<file path="config.mk">
export PLATFORM = sky130hd
export DESIGN_NAME = led_pattern_sched
export DESIGN_NICKNAME = d
export VERILOG_FILES = /design/src/rtl/led_pkg.sv /design/src/rtl/tick_prescaler.sv /design/src/rtl/led_pattern_sched.sv
export SDC_FILE = /design/constraint.sdc
export NUM_CORES = 1
export LEC_CHECK = 0
export ABC_AREA = 1
export BUFFER_PORTS_ARGS = -buffer_cell sky130_fd_sc_hd__clkbuf_2
export CAP_MARGIN = 20
export CORE_MARGIN = 3
export CORE_UTILIZATION = 41
export DETAILED_ROUTE_END_ITERATION = 16
export GPL_TIMING_DRIVEN = 0
export PLACE_DENSITY = 0.58
export SLEW_MARGIN = 25
export SYNTH_ARGS = -nofsm -noshare
export SYNTH_HDL_FRONTEND = slang
export SYNTH_SLANG_ARGS = --single-unit
</file>
<file path="constraint.sdc">
create_clock -name clk -period 1.97 [get_ports clk]
set_clock_uncertainty 0.15 [all_clocks]
set_input_delay 0.0985 -clock clk [delete_from_list [all_inputs] [get_ports clk]]
set_output_delay 0.0985 -clock clk [all_outputs]
set_load 0.01 [all_outputs]
</file>
<file path="src/rtl/led_pkg.sv">
// Shared mode codes, direction type and initial LED patterns for the LED pattern scheduler.
package led_pkg;

  localparam int unsigned LED_W  = 8;
  localparam int unsigned MODE_W = 3;

  typedef enum logic [MODE_W-1:0] {
    MODE_OFF    = 3'd0,
    MODE_RUN_L  = 3'd1,
    MODE_RUN_R  = 3'd2,
    MODE_BOUNCE = 3'd3,
    MODE_BLINK  = 3'd4,
    MODE_FILL   = 3'd5
  } mode_t;

  typedef enum logic {
    DIR_LEFT  = 1'b0,
    DIR_RIGHT = 1'b1
  } dir_t;

  localparam logic [LED_W-1:0] INIT_OFF   = 8'h00;
  localparam logic [LED_W-1:0] INIT_RUN_L = 8'h01;
  localparam logic [LED_W-1:0] INIT_RUN_R = 8'h80;
  localparam logic [LED_W-1:0] INIT_BLINK = 8'hFF;

  // Codes 6 and 7 have no pattern behind them.
  function automatic logic mode_illegal(input logic [MODE_W-1:0] code);
    return code > 3'd5;
  endfunction

  function automatic logic [LED_W-1:0] init_pattern(input mode_t m);
    logic [LED_W-1:0] p;
    case (m)
      MODE_OFF:    p = INIT_OFF;
      MODE_RUN_L:  p = INIT_RUN_L;
      MODE_RUN_R:  p = INIT_RUN_R;
      MODE_BOUNCE: p = INIT_RUN_L;
      MODE_BLINK:  p = INIT_BLINK;
      MODE_FILL:   p = INIT_RUN_L;
      default:     p = INIT_OFF;
    endcase
    return p;
  endfunction

endpackage

</file>
<file path="src/rtl/tick_prescaler.sv">
// Free-running step prescaler: one step_tick every TICK_DIV unpaused cycles.
module tick_prescaler #(
  parameter  int unsigned TICK_DIV = 25000,
  localparam int unsigned CW       = $clog2(TICK_DIV)
) (
  input  logic clk,
  input  logic rst,
  input  logic pause,
  output logic step_tick
);

  localparam logic [CW-1:0] CNT_LAST = CW'(TICK_DIV - 1);

  logic [CW-1:0] cnt;

  always_ff @(posedge clk) begin
    if (rst) begin
      cnt <= '0;
    end else if (!pause) begin
      cnt <= (cnt == CNT_LAST) ? '0 : cnt + CW'(1);
    end
  end

  assign step_tick = (cnt == CNT_LAST) && !pause;

endmodule

</file>
<file path="src/rtl/led_pattern_sched.sv">
// LED bank pattern sequencer; mode changes are queued by handshake and applied on a step tick.
module led_pattern_sched
  import led_pkg::*;
#(
  parameter int unsigned       TICK_DIV = 25000,
  parameter logic [MODE_W-1:0] RST_MODE = 3'd1
) (
  input  logic              clk,
  input  logic              rst,
  input  logic              cmd_valid,
  input  logic [MODE_W-1:0] cmd_mode,
  output logic              cmd_ready,
  output logic              cmd_err,
  input  logic              pause,
  output logic              step_tick,
  output logic [MODE_W-1:0] mode_cur,
  output logic [LED_W-1:0]  led
);

  mode_t            mode_q;
  mode_t            pend_mode;
  logic             pending;
  dir_t             dir;
  logic [LED_W-1:0] led_nxt;
  dir_t             dir_nxt;
  logic             accept;

  tick_prescaler #(.TICK_DIV(TICK_DIV)) u_prescaler (
    .clk       (clk),
    .rst       (rst),
    .pause     (pause),
    .step_tick (step_tick)
  );

  assign accept   = cmd_valid && cmd_ready;
  assign mode_cur = mode_q;

  // Next pattern for a normal step in the current mode.
  always_comb begin
    led_nxt = led;
    dir_nxt = dir;
    case (mode_q)
      MODE_OFF:   led_nxt = INIT_OFF;
      MODE_RUN_L: led_nxt = {led[6:0], led[7]};
      MODE_RUN_R: led_nxt = {led[0], led[7:1]};
      MODE_BOUNCE: begin
        if (dir == DIR_LEFT) begin
          led_nxt = {led[6:0], 1'b0};
          if (led_nxt == 8'h80) dir_nxt = DIR_RIGHT;
        end else begin
          led_nxt = {1'b0, led[7:1]};
          if (led_nxt == 8'h01) dir_nxt = DIR_LEFT;
        end
      end
      MODE_BLINK: led_nxt = ~led;
      MODE_FILL:  led_nxt = (led == 8'hFF) ? 8'h00 : {led[6:0], 1'b1};
      default:    led_nxt = INIT_OFF;
    endcase
  end

  // A tick either applies the queued mode or steps; acceptance after the tick
  // decision means a command taken on a tick cycle waits for the next tick.
  always_ff @(posedge clk) begin
    if (rst) begin
      mode_q    <= mode_t'(RST_MODE);
      pend_mode <= mode_t'(RST_MODE);
      pending   <= 1'b0;
      cmd_ready <= 1'b1;
      cmd_err   <= 1'b0;
      dir       <= DIR_LEFT;
      led       <= init_pattern(mode_t'(RST_MODE));
    end else begin
      cmd_err <= 1'b0;
      if (step_tick) begin
        if (pending) begin
          mode_q    <= pend_mode;
          led       <= init_pattern(pend_mode);
          dir       <= DIR_LEFT;
          pending   <= 1'b0;
          cmd_ready <= 1'b1;
        end else begin
          led <= led_nxt;
          dir <= dir_nxt;
        end
      end
      if (accept) begin
        if (mode_illegal(cmd_mode)) begin
          cmd_err <= 1'b1;
        end else begin
          pend_mode <= mode_t'(cmd_mode);
          pending   <= 1'b1;
          cmd_ready <= 1'b0;
        end
      end
    end
  end

endmodule

</file>
* Word-level counts from Yosys, hierarchy flattened *
Index checks and enable logic that the tools add are counted.

cells by class
  add/subtract/negate cells = 1
  multipliers = 0
  divide/modulo/power cells = 0
  order comparisons = 1
  eq/ne operators = 14
  shift operators = 0
  multiplexer cells = 19
  bitwise logic cells = 3
  reductions and logical operators = 9

operators with widths
  kind                   count
  $pmux 8 s5             1
  $mux 8                 3
  $pmux 8 s3             1
  $add 15x1->15 const B  1
  $eq 15x15->1 const B   1
  $mux 15                1
  $mux 1                 13
  $eq 3x2->1 const B     4
  $eq 3x3->1 const B     4
  $eq 8x8->1 const B     1
  $not 8->8              1
  $eq 7x1->1 const B     1
  $eq 7x7->1 const B     1
  $eq 3x1->1 const B     2
  $reduce_and 2->1       3
  $gt 3x3->1 const B     1
  $reduce_or 3->1        1
  $logic_and 1x1->1      2
  $not 1->1              2
  $reduce_bool 2->1      1
  $reduce_or 2->1        1
  $logic_not 1->1        1

word-level totals
  register bits after elaboration = 33
  bits in latches = 0
  memory bits (writable) = 0
  memory bits (read-only) = 0
  bits of input ports = 7
  output and inout bits = 14
  logic and storage cells = 55
  memories kept = 0

* Longest topological paths before layout *
Gate-level depths: netlist of the first run.

  depth after elaboration = 5
  gate-level depth with buffers = 10
  mapped depth without buffers = 10

* Modules after synthesis *
A second synthesis of the first run with hierarchy kept.

second synthesis, totals
  cell total of the unflattened synthesis = 294
  area total of the unflattened synthesis = 1884.3 µm²

modules (own cells, without submodules)
  module             times used  cells an instance  area an instance (µm²)  sequential area each (µm²)
  led_pattern_sched  1           156                979.7                   360.3
  tick_prescaler     1           138                904.6                   300.3

* Worst setup path before layout of the first run *
No wires, ideal clock.

  path type = flip-flop to flip-flop
  from = register u_prescaler.cnt[0]
  to = register led[0]
  setup time = 0.121 ns
  arrival time = 1.245 ns
  data required time = 1.699 ns
  setup slack = 0.454 ns
  cell stages (with the launch flop) = 10
  buffers on the path = 1
  clock period less this slack = 1.516 ns
  path through = dfxtp_1 > ha_1 > nand2_1 > inv_1 > nand2_2 > nor2_4 > nand2_4 > buf_6 > a21oi_2 > nand3_1

between the ends
  word-level cells in the longest chain between the ends = 2

ends and longest elaborated chain
  item                      RTL line                 RTL
  start: declaration        tick_prescaler.sv:14     logic [CW-1:0] cnt;
  start signal: assignment  tick_prescaler.sv:20     cnt <= (cnt == CNT_LAST) ? '0 : cnt + CW'(1);
  $eq 15x15->1              tick_prescaler.sv:24     assign step_tick = (cnt == CNT_LAST) && !pause;
  $logic_and 1x1->1         tick_prescaler.sv:24
  end signal: assignment    led_pattern_sched.sv:71  led <= init_pattern(mode_t'(RST_MODE));
  end signal: assignment    led_pattern_sched.sv:77  led <= init_pattern(pend_mode);
  end signal: assignment    led_pattern_sched.sv:82  led <= led_nxt;
  end: declaration          led_pattern_sched.sv:17  output logic [LED_W-1:0] led

Every way passes these cells.
A chain may end at the register's enable or synchronous reset.

* Final worst setup path of the first run *
  from = input cmd_mode[1]
  to = register pend_mode[1]

between the ends
  word-level cells in the longest chain between the ends = 3

ends and longest elaborated chain
  item                        RTL line                 RTL
  start: declaration          led_pattern_sched.sv:11  input logic [MODE_W-1:0] cmd_mode,
  $gt 3x3->1                  led_pkg.sv:28            return code > 3'd5;
  $not 1->1 (no line)         -
  $reduce_and 2->1 (no line)  -
  end signal: assignment      led_pattern_sched.sv:66  pend_mode <= mode_t'(RST_MODE);
  end signal: assignment      led_pattern_sched.sv:90  pend_mode <= mode_t'(cmd_mode);
  end: declaration            led_pattern_sched.sv:21  mode_t pend_mode;

Parallel ways exist; a longest one is shown, timed or not.

==> metrics.md, run 1 <==
| Metric | Value |
|---|---|
| Run status | `finished clean` |
| Port-buffer cells | `19` |
| Mapped Area | `a little under 0.002 mm²` |
| Synth area leader | `dfxtp_1` |
| Min-Delay Path Class | `input pin to flip-flop` |
| Layout fillers | `roughly 460` |
| RePlAce Congestion | `0.824` |
| CP max FO | `4` |
| Die area | `between 0.005 and 0.006 mm²` |
| Synth cell types | `31` |
| Tmin final | `about 1.9 ns` |
| GRT Overall Usage | `0.172` |
| Post-synthesis mux area share | `0` |
| Initial antenna violation count | `0` |
| Share of layout cells above drive strength 1 | `0.231` |
| CP Capture Type | `flip-flop` |
| Slew Limit Fails | `0` |
| GRT overflow | `0` |
| Fin cells | `386` |
| Latest clock arrival within the worst-skew pair | `~0.29 ns` |
| Number of remaining DRC errors | `0` |
| Largest net degree at the start of global routing | `11` |
| Std-Cell Rows | `24` |
| Xor/xnor share of the synthesized area | `0.00904` |
| M2 GR Usage | `0.284` |
| ANT nets after route | `0` |
| Routed WL per cell | `approximately 11 µm` |
| Initial DRC count | `67` |
| Ant diodes | `0` |
| CP Class | `input pin to flip-flop` |
| Syn Nets | `just over 300` |
| Startpoint types | `input pin` |
| Die height | `about 75 µm` |
| DR vias | `1852` |
| Busiest layer in global routing | `met2` |
| Post-synthesis compound-gate area fraction | `0.121` |
| CTS buffer count | `5` |
| Fmax | `around 0.53 GHz` |
| Setup TNS | `0 ns` |
| Avg Inst Size Synth | `about 6.5 µm²` |
| Clk buf depth | `2` |
| Maximum vdd drop | `slightly below 0.3 mV` |
| Placed Area | `0.00210 mm²` |
| Yosys reg bits | `33` |
| Critical Path RT | `2.06 ns` |
| Pre-antenna DRT Iters | `4` |
| Core area | `approximately 0.0044 mm²` |
| Leakage | `just over 0.001 µW` |
| Max-Cap Viols | `0` |
| Synth Area in Adders | `0.00646` |
| Final setup fails | `0` |
| H-tree depth | `2` |
| CTS tree | `done` |
| Mapped Cells | `slightly below 300` |
| Number of global-route vias before repair | `roughly 1700` |
| Area grow syn2layout | `17.8%` |
| Met1 global-route usage | `0.205` |
| Cells after DPL | `about 370` |
| Grt met3 use | `0.0507` |
| Data arrival, critical path | `1.97 ns` |
| Largest family of logic cells by synthesized area | `simple AND/OR/NAND/NOR gates` |
| DR vias/cell | `around 4.8` |
| Final hold viol count | `0` |
| Die W | `74.8 µm` |
| Simple-Gate Fraction of Synth Area | `0.418` |
| Worst slack, placed | `a little under 0.3 ns` |
| Final HPWL DP | `about 3100 µm` |
| Fin crit share | `0.955` |
| Power density of the placed cells | `between 500 and 600 mW/mm²` |
| Clk sinks | `33` |
| Register area share after synthesis | `0.341` |
| RSZ-0062 raised after global routing | `false` |
| Actual slew at the worst max-slew pin | `around 0.31 ns` |
| Final Net Count | `around 340` |
| Root buf cell | `clkbuf_8` |
| Finished Core Util | `0.514` |
| Initial Util | `0.436` |
| Slew HR | `0.791` |
| Finished Cell Area | `between 0.002 and 0.0025 mm²` |
| Final worst setup slack | `0.0884 ns` |
| Clk pin slew, worst setup/hold paths | `~0.070 ns` |
| Main area contributors after synthesis | `dfxtp_1, nand2_1, nor2_1, inv_1, nand3_1` |
| Drt total wl | `about 4400 µm` |
| Global-route wire length before repair | `7380 µm` |
| I/O pin cnt | `21` |
| Synth top area share | `0.341` |
| Synth warn | `0` |
==> routing by layer <==
| metal | share of wire | up-vias |
|---|---|---|
| li1 | - | 1006 |
| met1 | 0.47 | 811 |
| met2 | 0.46 | 25 |
| met3 | 0.041 | 10 |
| met4 | 0.027 | 0 |
| met5 | 0 | - |
==> cells by family after synthesis <==
logic type | Yosys count
buffers and inverters | 51
DFF | 33
and+or+nand+nor | 175
AOI/OAI and AO/OA | 36
xor gates and xnor gates | 2
adders and majority gates | 1
==> critical path, stage by stage <==
cell and delay, ns:
dlygate4sd3_1 0.55, clkbuf_2 0.12, a21oi_1 0.29, inv_1 0.14, a211oi_2 0.21, dlygate4sd3_1 0.56
==> cells in the final DEF (no fill, tap or decap), types with 2 or more instances in the layout <==
cell type      count
dlygate4sd3_1      8
nor3_1             7
nand2_2           11
dfxtp_1           31
nand4_2            2
a21oi_1            7
nor2_1            42
nor2_4             3
nor2_2             4
o21ai_2            2
xor2_1             2
o211ai_1           2
nand4_1            3
a211oi_1           2
clkinv_2           2
inv_2              6
nand2_1           79
dfxtp_2            2
clkbuf_2          19
o21ai_0           12
clkbuf_8           5
nand2_4            2
nand3_2            2
nand3_1           17
a21oi_2            8
inv_1             40
==> state kept, by name (all words and copies together) (netlist names) <==
| register | flops |
|---|---|
| pend_mode | 3 |
| cmd_err | 1 |
| mode_cur | 3 |
| cmd_ready | 1 |
| dir | 1 |
| pending | 1 |
| u_prescaler.cnt | 15 |
| led | 8 |
==> worst paths after layout <==
kind | from | endpoint | slack [ns] | cells past startpoint
worst max register to register | cmd_ready$_SDFF_PP1_ | pend_mode[1]$_SDFFE_PP0P_ | 0.13 | 5
worst max-delay path | cmd_mode[1] | pend_mode[1]$_SDFFE_PP0P_ | 0.09 | 6
worst min register to register | u_prescaler.cnt[0]$_SDFFE_PP0N_ | u_prescaler.cnt[0]$_SDFFE_PP0N_ | 0.33 | 2
worst min-delay path | rst | cmd_ready$_SDFF_PP1_ | 0.0006 | 3
==> final cells by class <==
class                      instances  area [µm²]  share of cell area
buffer                             3        23.8              0.0104
inverter                          48         183              0.0800
timing repair buffer              28         183              0.0800
multi-input combinational        214        1080               0.475
clock buffer                       6        72.6              0.0318
clock inverter                     2        10.0             0.00438
tap                               52        65.1              0.0285
sequential                        33         663               0.290
==> cell usage after synthesis <==
library cell and count:
nand2_2 10, or2_2 1, o21ai_2 2, inv_4 1, nand2_4 2, clkinv_1 1, ha_1 1, inv_2 6
o21ai_0 12, buf_2 2, nor3_1 7, a22oi_1 1, nor3b_1 1, nand2_1 80, nor2_4 3, xor2_1 2
dfxtp_1 33, nand3_2 2, o22ai_1 1, nor2_2 4, o211ai_1 2, nor3_2 1, inv_1 40, a211oi_1 3
nand4_1 3, buf_6 1, nand3_1 17, nor2_1 42, a21oi_2 8, a21oi_1 7, nand4_2 2
==> stage by stage <==
| stage | hold slack [ns] | total power (µW) |
|---|---|---|
| floorplan | 0.0789 | 758 |
| global placement | 0.173 | 785 |
| detailed placement | 0.177 | 786 |
| CTS | 0.00274 | 1310 |
| global route | 0.0276 | 1350 |
| finish | 0.000602 | 1300 |
==> where the power goes <==
part           total [µW]  switching, µW  leakage (µW)  internal (µW)
logic                94.2           57.1      0.000724           37.0
clock network         509            264     0.0000450            245
registers             693           11.3      0.000268            682
total                1300            332       0.00104            964
==> what timing repair did <==
action,4_1_cts,5_1_grt
setup buffers,0,1
resized for setup,0,6
setup endpoints to repair,0,3
hold buffers,10,0
endpoints found under the hold margin,8,0
Power figures use the tool's default switching activity.
==> run 2: changes to the inputs <==
Settings changed: ABC_AREA 1 to unset, GPL_ROUTABILITY_DRIVEN set to 0, SYNTH_HIERARCHICAL set to 1.
==> run 2 against run 1 <==
Non-clock buffer count up 15. Critical endpoint is now led[7]$_SDFFE_PP0P_. Core utilization up 4.0 points. Wire length down 5.6%. Clock power up 10%. Highest routed layer unchanged.
==> metrics.md, run 2 <==
| Metric | Value |
|---|---|
| Run status | `finished clean` |
| Synth area leader | `dfxtp_1` |
| Slowest-stage cell, CP | `dfxtp_4` |
| GRT overflow | `0 (unchanged)` |
| Worst Setup SP | `u_prescaler/cnt[3]$_SDFFE_PP0N_` |
| Most frequent cell after synthesis | `nor2_1` |
| Ant diodes | `0 (unchanged)` |
| Slew HR | `0.650 (-0.141)` |
| Latest clock arrival within the worst-skew pair | `0.28 ns (about the same)` |
| Detailed route wirelength on metal2 | `1800 µm (-12%)` |
| Setup TNS | `0 ns (unchanged)` |
| Layout fillers | `401 (-12%)` |
| CTS buffer count | `5 (unchanged)` |
| Number of flops mapped to enable cells by yosys | `0 (unchanged)` |
| Area grow syn2layout | `27.1%` |
| Slew Limit Fails | `0 (unchanged)` |
| Drt total wl | `4160 µm (-5.6%)` |
| Number of global-route vias before repair | `1496 (-11%)` |
| Synth warn | `6 (+6)` |
| Leakage | `0.000895 µW (-14%)` |
| WP buf/inv | `2 (-2)` |
| FF-to-FF path depth | `8 (+3)` |
| Fmax | `0.531 GHz (-0.10%)` |
| Reg-to-reg critical path endpoint | `led[7]$_SDFFE_PP0P_` |
| Yosys reg bits | `33 (unchanged)` |
| Avg Inst Size Synth | `8.71 µm² (+34%)` |
| Data arrival, critical path | `1.90 ns (-0.07 ns)` |
| Tmin final | `1.88 ns (+0.00190 ns)` |
| Mapped Area | `0.00179 mm² (-7.4%)` |
| Share of layout cells above drive strength 1 | `0.268 (+0.0375)` |
| Most common library cells after synthesis | `nor2_1, dfxtp_1, a211oi_1, nand2_1, xnor2_1` |
| Critical Path RT | `1.99 ns (-0.07 ns)` |
| Root buf cell | `clkbuf_8` |
| R2R Setup Slk | `0.09 ns (-0.04 ns)` |
| Synth top area share | `0.368 (+0.0273)` |
| Critical path depth | `8 (+2)` |
| Power density of the placed cells | `591 mW/mm² (+4.2%)` |
| Main area contributors after synthesis | `dfxtp_1, nor2_1, a211oi_1, xnor2_1, clkbuf_8` |
| CTS tree | `done` |
| DR vias/cell | `5.40 (+13%)` |
| Initial DRC count | `82 (+22%)` |
| Std-Cell Rows | `23 (-4.2%)` |
| ANT nets after route | `0 (unchanged)` |
| Async S/R FF share, synth | `0 (unchanged)` |
| Global-route wire length before repair | `7130 µm (-3.3%)` |
| Final HPWL DP | `2790 µm (-11%)` |
| Most common cell after layout, fill and taps aside | `nor2_1` |
| Register area share after synthesis | `0.368 (+0.0273)` |
| DR top layer | `met4` |
| Die area | `0.00521 mm² (-6.8%)` |
| Commonest non-fill, non-tap cells in the layout | `nor2_1, dfxtp_1, clkbuf_2` |
| H-tree depth | `2 (unchanged)` |
| DR vias | `1620 (-13%)` |
| Syn Nets | `214 (-30%)` |
| Maximum vdd drop | `0.492 mV (+71%)` |
| Initial Util | `0.436 (about the same)` |
| Metal3 WL | `181 µm (-0.55%)` |
| CP Class | `flip-flop to flip-flop` |
| Pre-antenna DRT Iters | `4 (unchanged)` |
| I/O pin cnt | `21 (unchanged)` |
| Post-synth top flop | `dfxtp_1` |
| Max-Cap Viols | `0 (unchanged)` |
| Clk sinks | `33 (unchanged)` |
| Final setup fails | `0 (unchanged)` |
| Startpoint types | `flip-flop` |
| Port-buffer cells | `20 (+1)` |
| CP max FO | `7 (+3)` |
| Final hold viol count | `0 (unchanged)` |
| Min-Delay Path Class | `flip-flop to flip-flop` |
| Met1 wire length | `2140 µm (+3.7%)` |
| GRT Overall Usage | `0.171 (-0.000950)` |
| CP Capture Type | `flip-flop` |
| Routed WL per cell | `13.9 µm (+21%)` |
| Die height | `72.2 µm (-3.5%)` |
| CP peak stage delay | `0.36 ns (-0.20 ns)` |
| Die W | `72.2 µm (-3.5%)` |
| Hold Slack | `0.388 ns (+0.387 ns)` |
| Core area | `0.00412 mm² (-7.4%)` |
| Finished Core Util | `0.554 (+0.0402)` |
| Final Net Count | `257 (-25%)` |
| Clk buf depth | `2 (unchanged)` |
| Fin crit share | `0.956 (+0.000962)` |
| Largest Register | `u_prescaler/cnt` |
| Cells along the critical path | `nor4b_4 -> nand4_4 -> nor3_4 -> clkbuf_8 -> buf_4 -> o21ai_1 -> or2b_4 -> o41ai_2` |
| Largest net degree at the start of global routing | `11 (unchanged)` |
| Actual slew at the worst max-slew pin | `0.525 ns (+0.213 ns)` |
| Max reg flops | `15 (unchanged)` |
| Crit path to | `led[7]$_SDFFE_PP0P_` |
| Initial antenna violation count | `0 (unchanged)` |
| CP delay by family, top | `simple AND/OR/NAND/NOR gates` |
| Mapped Cells | `206 (-31%)` |
| Clk pin slew, worst setup/hold paths | `0.07 ns (about the same)` |
| Number of remaining DRC errors | `0 (unchanged)` |
| Crit Reg-Reg Startpoint | `u_prescaler/cnt[3]$_SDFFE_PP0N_` |
| Synth cell types | `46 (+48%)` |
| Largest registers | `u_prescaler/cnt (15), led (8)` |
==> run 2: cell count changes in the layout (fill, tap and decap cells not counted), sizes merged, moves of 11 or more <==
| cell | before | now |
|---|---|---|
| nand3 | 19 | 7 |
| a211oi | 3 | 14 |
| nor2 | 49 | 38 |
| nand2 | 92 | 12 |
| inv | 47 | 5 |
| xnor2 | 0 | 11 |
==> run 2: tightest hold or removal path: cells and delay by family, from the launching register on <==
kind / cells / cell delay [ns]
AND/OR/NAND/NOR: 1 / 0.07
XOR/XNOR: 1 / 0.07
flip-flops: 1 / 0.36
==> run 2: power by group <==
part | leakage, µW | internal, µW | switching, µW
Sequential | 0.000271 | 678 | 15.1
Combinational | 0.000570 | 47.2 | 46.6
Clock | 0.0000542 | 316 | 245
==> run 2: worst min-delay path by stage <==
stage,startpoint,cells past startpoint,endpoint,slack [ns]
3_5_place_dp,rst,2,u_prescaler/cnt[2]$_SDFFE_PP0N_,0.16
3_3_place_gp,rst,2,u_prescaler/cnt[2]$_SDFFE_PP0N_,0.16
2_1_floorplan,rst,1,u_prescaler/cnt[2]$_SDFFE_PP0N_,0.02
4_1_cts,cmd_valid,4,pend_mode[1]$_SDFFE_PP0P_,0.05
5_1_grt,u_prescaler/cnt[8]$_SDFFE_PP0N_,2,u_prescaler/cnt[8]$_SDFFE_PP0N_,0.43
6_report,u_prescaler/cnt[8]$_SDFFE_PP0N_,2,u_prescaler/cnt[8]$_SDFFE_PP0N_,0.39
==> run 2: logic make-up (layout without fill, tap and decap cells) <==
logic type	Yosys count	in the layout	synth area share
multiplexers	2	2	0.0112
buffers and inverters	15	59	0.0621
AO/OA/AOI/OAI	47	47	0.197
AND/OR/NAND/NOR	94	94	0.286
flip-flops	33	33	0.368
adder cells (fa/ha/maj)	1	1	0.00697
XOR/XNOR	14	14	0.0683
==> run 2: through the flow <==
step	instance area (µm²)	instances	setup WS [ns]	power [µW]
5_1_grt	2280	300	-0.0116	1410
3_3_place_gp	1970	276	-0.209	784
3_5_place_dp	1970	276	-0.182	785
4_1_cts	2220	296	0.00576	1360
6_report	2280	300	0.0865	1350
2_1_floorplan	1810	206	0.0170	761
==> run 2: final cells by class <==
cell class | instances | area (µm²) | area share
Multi-Input combinational cell | 158 | 1090 | 0.478
Tap cell | 50 | 62.6 | 0.0274
Inverter | 5 | 18.8 | 0.00823
Clock buffer | 7 | 96.3 | 0.0423
Buffer | 10 | 96.3 | 0.0423
Sequential cell | 33 | 673 | 0.295
Clock inverter | 1 | 5.00 | 0.00220
Timing Repair Buffer | 36 | 238 | 0.104
==> run 2: repair_timing <==
action                                  4_1_cts  5_1_grt
cloned                                        0        0
endpoints found under the setup margin       13       15
hold buffers                                  7        1
pin swaps                                     3        5
buffers inserted                              5        4
resized for setup                            11       11
endpoints found under the hold margin         6        1
==> run 2: per-layer routing <==
layer / GRT usage / vias up
li1: - / 835
met5: 0 / -
met3: 0.0374 / 5
met1: 0.254 / 748
met2: 0.247 / 32
met4: 0.0522 / 0
==> run 3: changes to the inputs <==
Settings changed: ABC_AREA set to 1.
==> run 3 against run 2 <==
Combinational power is 17% lower. Core utilization is 3.9 points lower. First-iteration DRC count is 87% higher. Sequential power hardly changed. Cell count is 26% higher. Critical endpoint is now led[0]$_SDFFE_PP1P_. Die area is 4.6% higher. Global-route usage is 0.14 points higher. Clock power is 18% higher. Highest routed layer unchanged. Non-clock buffer count is 18 lower. Cell area is 0.93% lower.
==> metrics.md, run 3 <==
| Metric | Value |
|---|---|
| Switch share | `0.217 (-0.0110)` |
| Most common cell after layout, fill and taps aside | `nand2_1` |
| Sw Pwr | `311 µW (+1.2%)` |
| Die height | `73.8 µm (+2.3%)` |
| Reg-to-reg critical path endpoint | `led[0]$_SDFFE_PP1P_` |
| Clk sinks | `33 (unchanged)` |
| Combinational fraction of design power | `0.054 (-0.016)` |
| CP Class | `flip-flop to flip-flop` |
| ANT nets after route | `0 (unchanged)` |
| DR vias/cell | `4.83 (-10%)` |
| CTS tree | `done` |
| Slew Limit Fails | `0 (unchanged)` |
| Actual slew at the worst max-slew pin | `0.427 ns (-0.0982 ns)` |
| Final setup fails | `0 (unchanged)` |
| RSZ-0062 raised after global routing | `false` |
| CP delay by family, top | `simple AND/OR/NAND/NOR gates` |
| Run status | `finished clean` |
| H-tree depth | `2 (unchanged)` |
| Slowest-stage cell, CP | `dfxtp_4` |
| Fin crit share | `0.919 (-0.0367)` |
| Most common library cells after synthesis | `nand2_1, nor2_1, inv_1, dfxtp_1, o21ai_0` |
| Fmax | `0.552 GHz (+4.0%)` |
| Min-Delay Path Class | `input pin to flip-flop` |
| Internal power | `1120 µW (+7.9%)` |
| Final Net Count | `334 (+30%)` |
| Number of remaining DRC errors | `0 (unchanged)` |
| Die W | `73.8 µm (+2.3%)` |
| Synth top area share | `0.351 (-0.0176)` |
| Clk pin slew, worst setup/hold paths | `0.07 ns (about the same)` |
| Number of flops mapped to enable cells by yosys | `0 (unchanged)` |
| Post-CTS setup buffers | `0 (-5)` |
| Max reg flops | `15 (unchanged)` |
| Final hold viol count | `0 (unchanged)` |
| Largest Register | `u_prescaler/cnt` |
| Die area | `0.00544 mm² (+4.6%)` |
| Finished Cell Area | `0.00226 mm² (-0.93%)` |
| Fin cells | `379 (+26%)` |
| Largest net degree at the start of global routing | `12 (+1)` |
| WHS Path Cells | `2 (unchanged)` |
| Hold Path Sink | `pending$_SDFF_PP0_` |
| Crit Reg-Reg Startpoint | `u_prescaler/cnt[0]$_SDFFE_PP0N_` |
| Port-buffer cells | `20 (unchanged)` |
| Synth area leader | `dfxtp_1` |
| Yosys reg bits | `33 (unchanged)` |
| Leakage | `0.000967 µW (+8.1%)` |
| Post-synth top flop | `dfxtp_1` |
| DR vias | `1832 (+13%)` |
| Share of layout cells above drive strength 1 | `0.196 (-0.0723)` |
| Critical Path RT | `1.98 ns (about the same)` |
| Main area contributors after synthesis | `dfxtp_1, nand2_1, nor2_1, inv_1, o21ai_0` |
| CP peak stage delay | `0.37 ns (about the same)` |
| Mapped Cells | `294 (+43%)` |
| Setup TNS | `0 ns (unchanged)` |
| Drt total wl | `4350 µm (+4.6%)` |
| Async S/R FF share, synth | `0 (unchanged)` |
| Root buf cell | `clkbuf_8` |
| Register area share after synthesis | `0.351 (-0.0176)` |
| Commonest non-fill, non-tap cells in the layout | `nand2_1, nor2_1, inv_1` |
| Pre-antenna DRT Iters | `4 (unchanged)` |
| Area grow syn2layout | `19.9%` |
| I/O pin cnt | `21 (unchanged)` |
| Slew HR | `0.716 (+0.0655)` |
| Crit-path most repeated cell | `nand2_1` |
| CP max FO | `6 (-1)` |
| Finished Core Util | `0.515 (-0.0388)` |
| Placed Area | `0.00205 mm² (+4.1%)` |
| Most frequent cell after synthesis | `nand2_1` |
| Ant diodes | `0 (unchanged)` |
| Data arrival, critical path | `1.82 ns (-0.08 ns)` |
| Power density of the placed cells | `635 mW/mm² (+7.4%)` |
| Avg Inst Size Synth | `6.41 µm² (-26%)` |
| Startpoint types | `flip-flop` |
| Routed WL per cell | `11.5 µm (-17%)` |
| Global-route wire length before repair | `7240 µm (+1.5%)` |
| Synth warn | `6 (unchanged)` |
| Syn Nets | `302 (+41%)` |
| Initial DRC count | `153 (+87%)` |
| R2R Setup Slk | `0.16 ns (+0.07 ns)` |
| WP buf/inv | `2 (unchanged)` |
| Largest registers | `u_prescaler/cnt (15), led (8)` |
| Tmin final | `1.81 ns (-0.0723 ns)` |
| Mapped Area | `0.00188 mm² (+5.0%)` |
| CTS buffer count | `5 (unchanged)` |
| FF-to-FF path depth | `9 (+1)` |
| Seq pwr share | `0.484 (-0.030)` |
| Core area | `0.00438 mm² (+6.5%)` |
| Cells after DPL | `366 (+33%)` |
| GRT Overall Usage | `0.173 (+0.00139)` |
| Clock power share | `0.462 (+0.046)` |
| CP Capture Type | `flip-flop` |
| Cells along the critical path | `ha_4 -> nand3_1 -> nor2_4 -> nand2_2 -> inv_2 -> nand2_1 -> inv_1 -> a221oi_1 -> nand2_1` |
| Max-Cap Viols | `0 (unchanged)` |
| Std-Cell Rows | `24 (+4.3%)` |
| Final HPWL DP | `3330 µm (+19%)` |
| Number of global-route vias before repair | `1503 (+0.47%)` |
| Latest clock arrival within the worst-skew pair | `0.28 ns (about the same)` |
| Worst Hold Launch | `rst` |
| Clk buf depth | `2 (unchanged)` |
| Synth cell types | `30 (-35%)` |
| Maximum vdd drop | `0.498 mV (+1.1%)` |
| Initial Util | `0.430 (-0.00620)` |
| Initial antenna violation count | `0 (unchanged)` |
| GRT overflow | `0 (unchanged)` |
## run 3: cell count changes after synthesis, sizes merged, moves of 3 or more
cell    before  now
nand4        3    9
nand2b       3    0
clkbuf       8    2
o21ai        5   18
nor3        10    6
inv          5   44
xnor2       11    0
nand3        7   15
nor2        38   50
a21oi       10   14
o211ai       7    1
nand4b       3    0
nand2       12   87
a211oi      14    2
## run 3: what timing repair did
| action | in CTS | in global routing |
|---|---|---|
| hold buffers | 5 | 0 |
| gates resized for setup | 5 | 8 |
| endpoints found under the setup margin | 13 | 11 |
| hold endpoints to repair | 3 | 0 |
| pin swaps | 1 | 1 |
## run 3: worst max-delay path by stage
| stage | slack, ns | end | startpoint | cells after the start |
|---|---|---|---|---|
| after floorplan | 0.02 | led[0]$_SDFFE_PP1P_ | u_prescaler/cnt[0]$_SDFFE_PP0N_ | 9 |
| after global placement | -0.18 | led[0]$_SDFFE_PP1P_ | u_prescaler/cnt[0]$_SDFFE_PP0N_ | 9 |
| after detailed placement | -0.16 | led[0]$_SDFFE_PP1P_ | u_prescaler/cnt[0]$_SDFFE_PP0N_ | 9 |
| after CTS | 0.05 | led[0]$_SDFFE_PP1P_ | u_prescaler/cnt[0]$_SDFFE_PP0N_ | 9 |
| after global routing | 0.009 | led[0]$_SDFFE_PP1P_ | u_prescaler/cnt[6]$_SDFFE_PP0N_ | 10 |
| final | 0.16 | led[0]$_SDFFE_PP1P_ | u_prescaler/cnt[0]$_SDFFE_PP0N_ | 9 |
## run 3: worst register-to-register path, delay by kind of cell, from the launching register on
family / cells / cell delay [ns]
AO/OA/AOI/OAI: 1 / 0.30
adder cells (fa/ha/maj): 1 / 0.17
buffers and inverters: 2 / 0.19
flip-flops: 1 / 0.37
AND/OR/NAND/NOR: 5 / 0.53
## run 3: through the flow
step                power (µW)  hold WS [ns]  setup slack [ns]
floorplan                  748        0.0176            0.0202
global placement           775         0.162            -0.178
detailed placement         776         0.163            -0.164
CTS                       1450        0.0118            0.0470
global route              1500        0.0387           0.00871
finish                    1430        0.0124             0.159
## run 3: logic make-up (layout without fill, tap and decap cells)
family	Yosys count	after routing	share of synthesized area
compound gates	39	39	0.122
xor+xnor	3	3	0.0139
fa+ha+maj	1	1	0.00664
buf+inv	49	82	0.100
flops	33	33	0.351
simple gates	169	169	0.407
## run 3: routing by layer
metal / track usage / up-vias / part of all wire
li1: - / 1000 / -
met1: 0.282 / 803 / 0.57
met2: 0.219 / 27 / 0.38
met3: 0.0369 / 2 / 0.043
met4: 0.0483 / 0 / 0.0062
met5: 0 / - / 0
## run 3: power by group through the flow
| stage | logic [µW] | registers [µW] | clock network, µW |
|---|---|---|---|
| 5_1_grt | 88.1 | 696 | 714 |
| 2_1_floorplan | 42.7 | 705 | 0 |
| 3_5_place_dp | 68.6 | 707 | 0 |
| 3_3_place_gp | 68.3 | 707 | 0 |
| 4_1_cts | 76.5 | 692 | 681 |
| 6_report | 77.7 | 694 | 662 |
## run 3: final cells by class
type,instances,area [µm²]
fill,468,2130
multi-input combinational,212,1060
sequential,33,667
inverter,46,174
timing repair buffer,25,150
clock buffer,6,82.6
tap,52,65.1
clock inverter,2,37.5
buffer,3,18.8
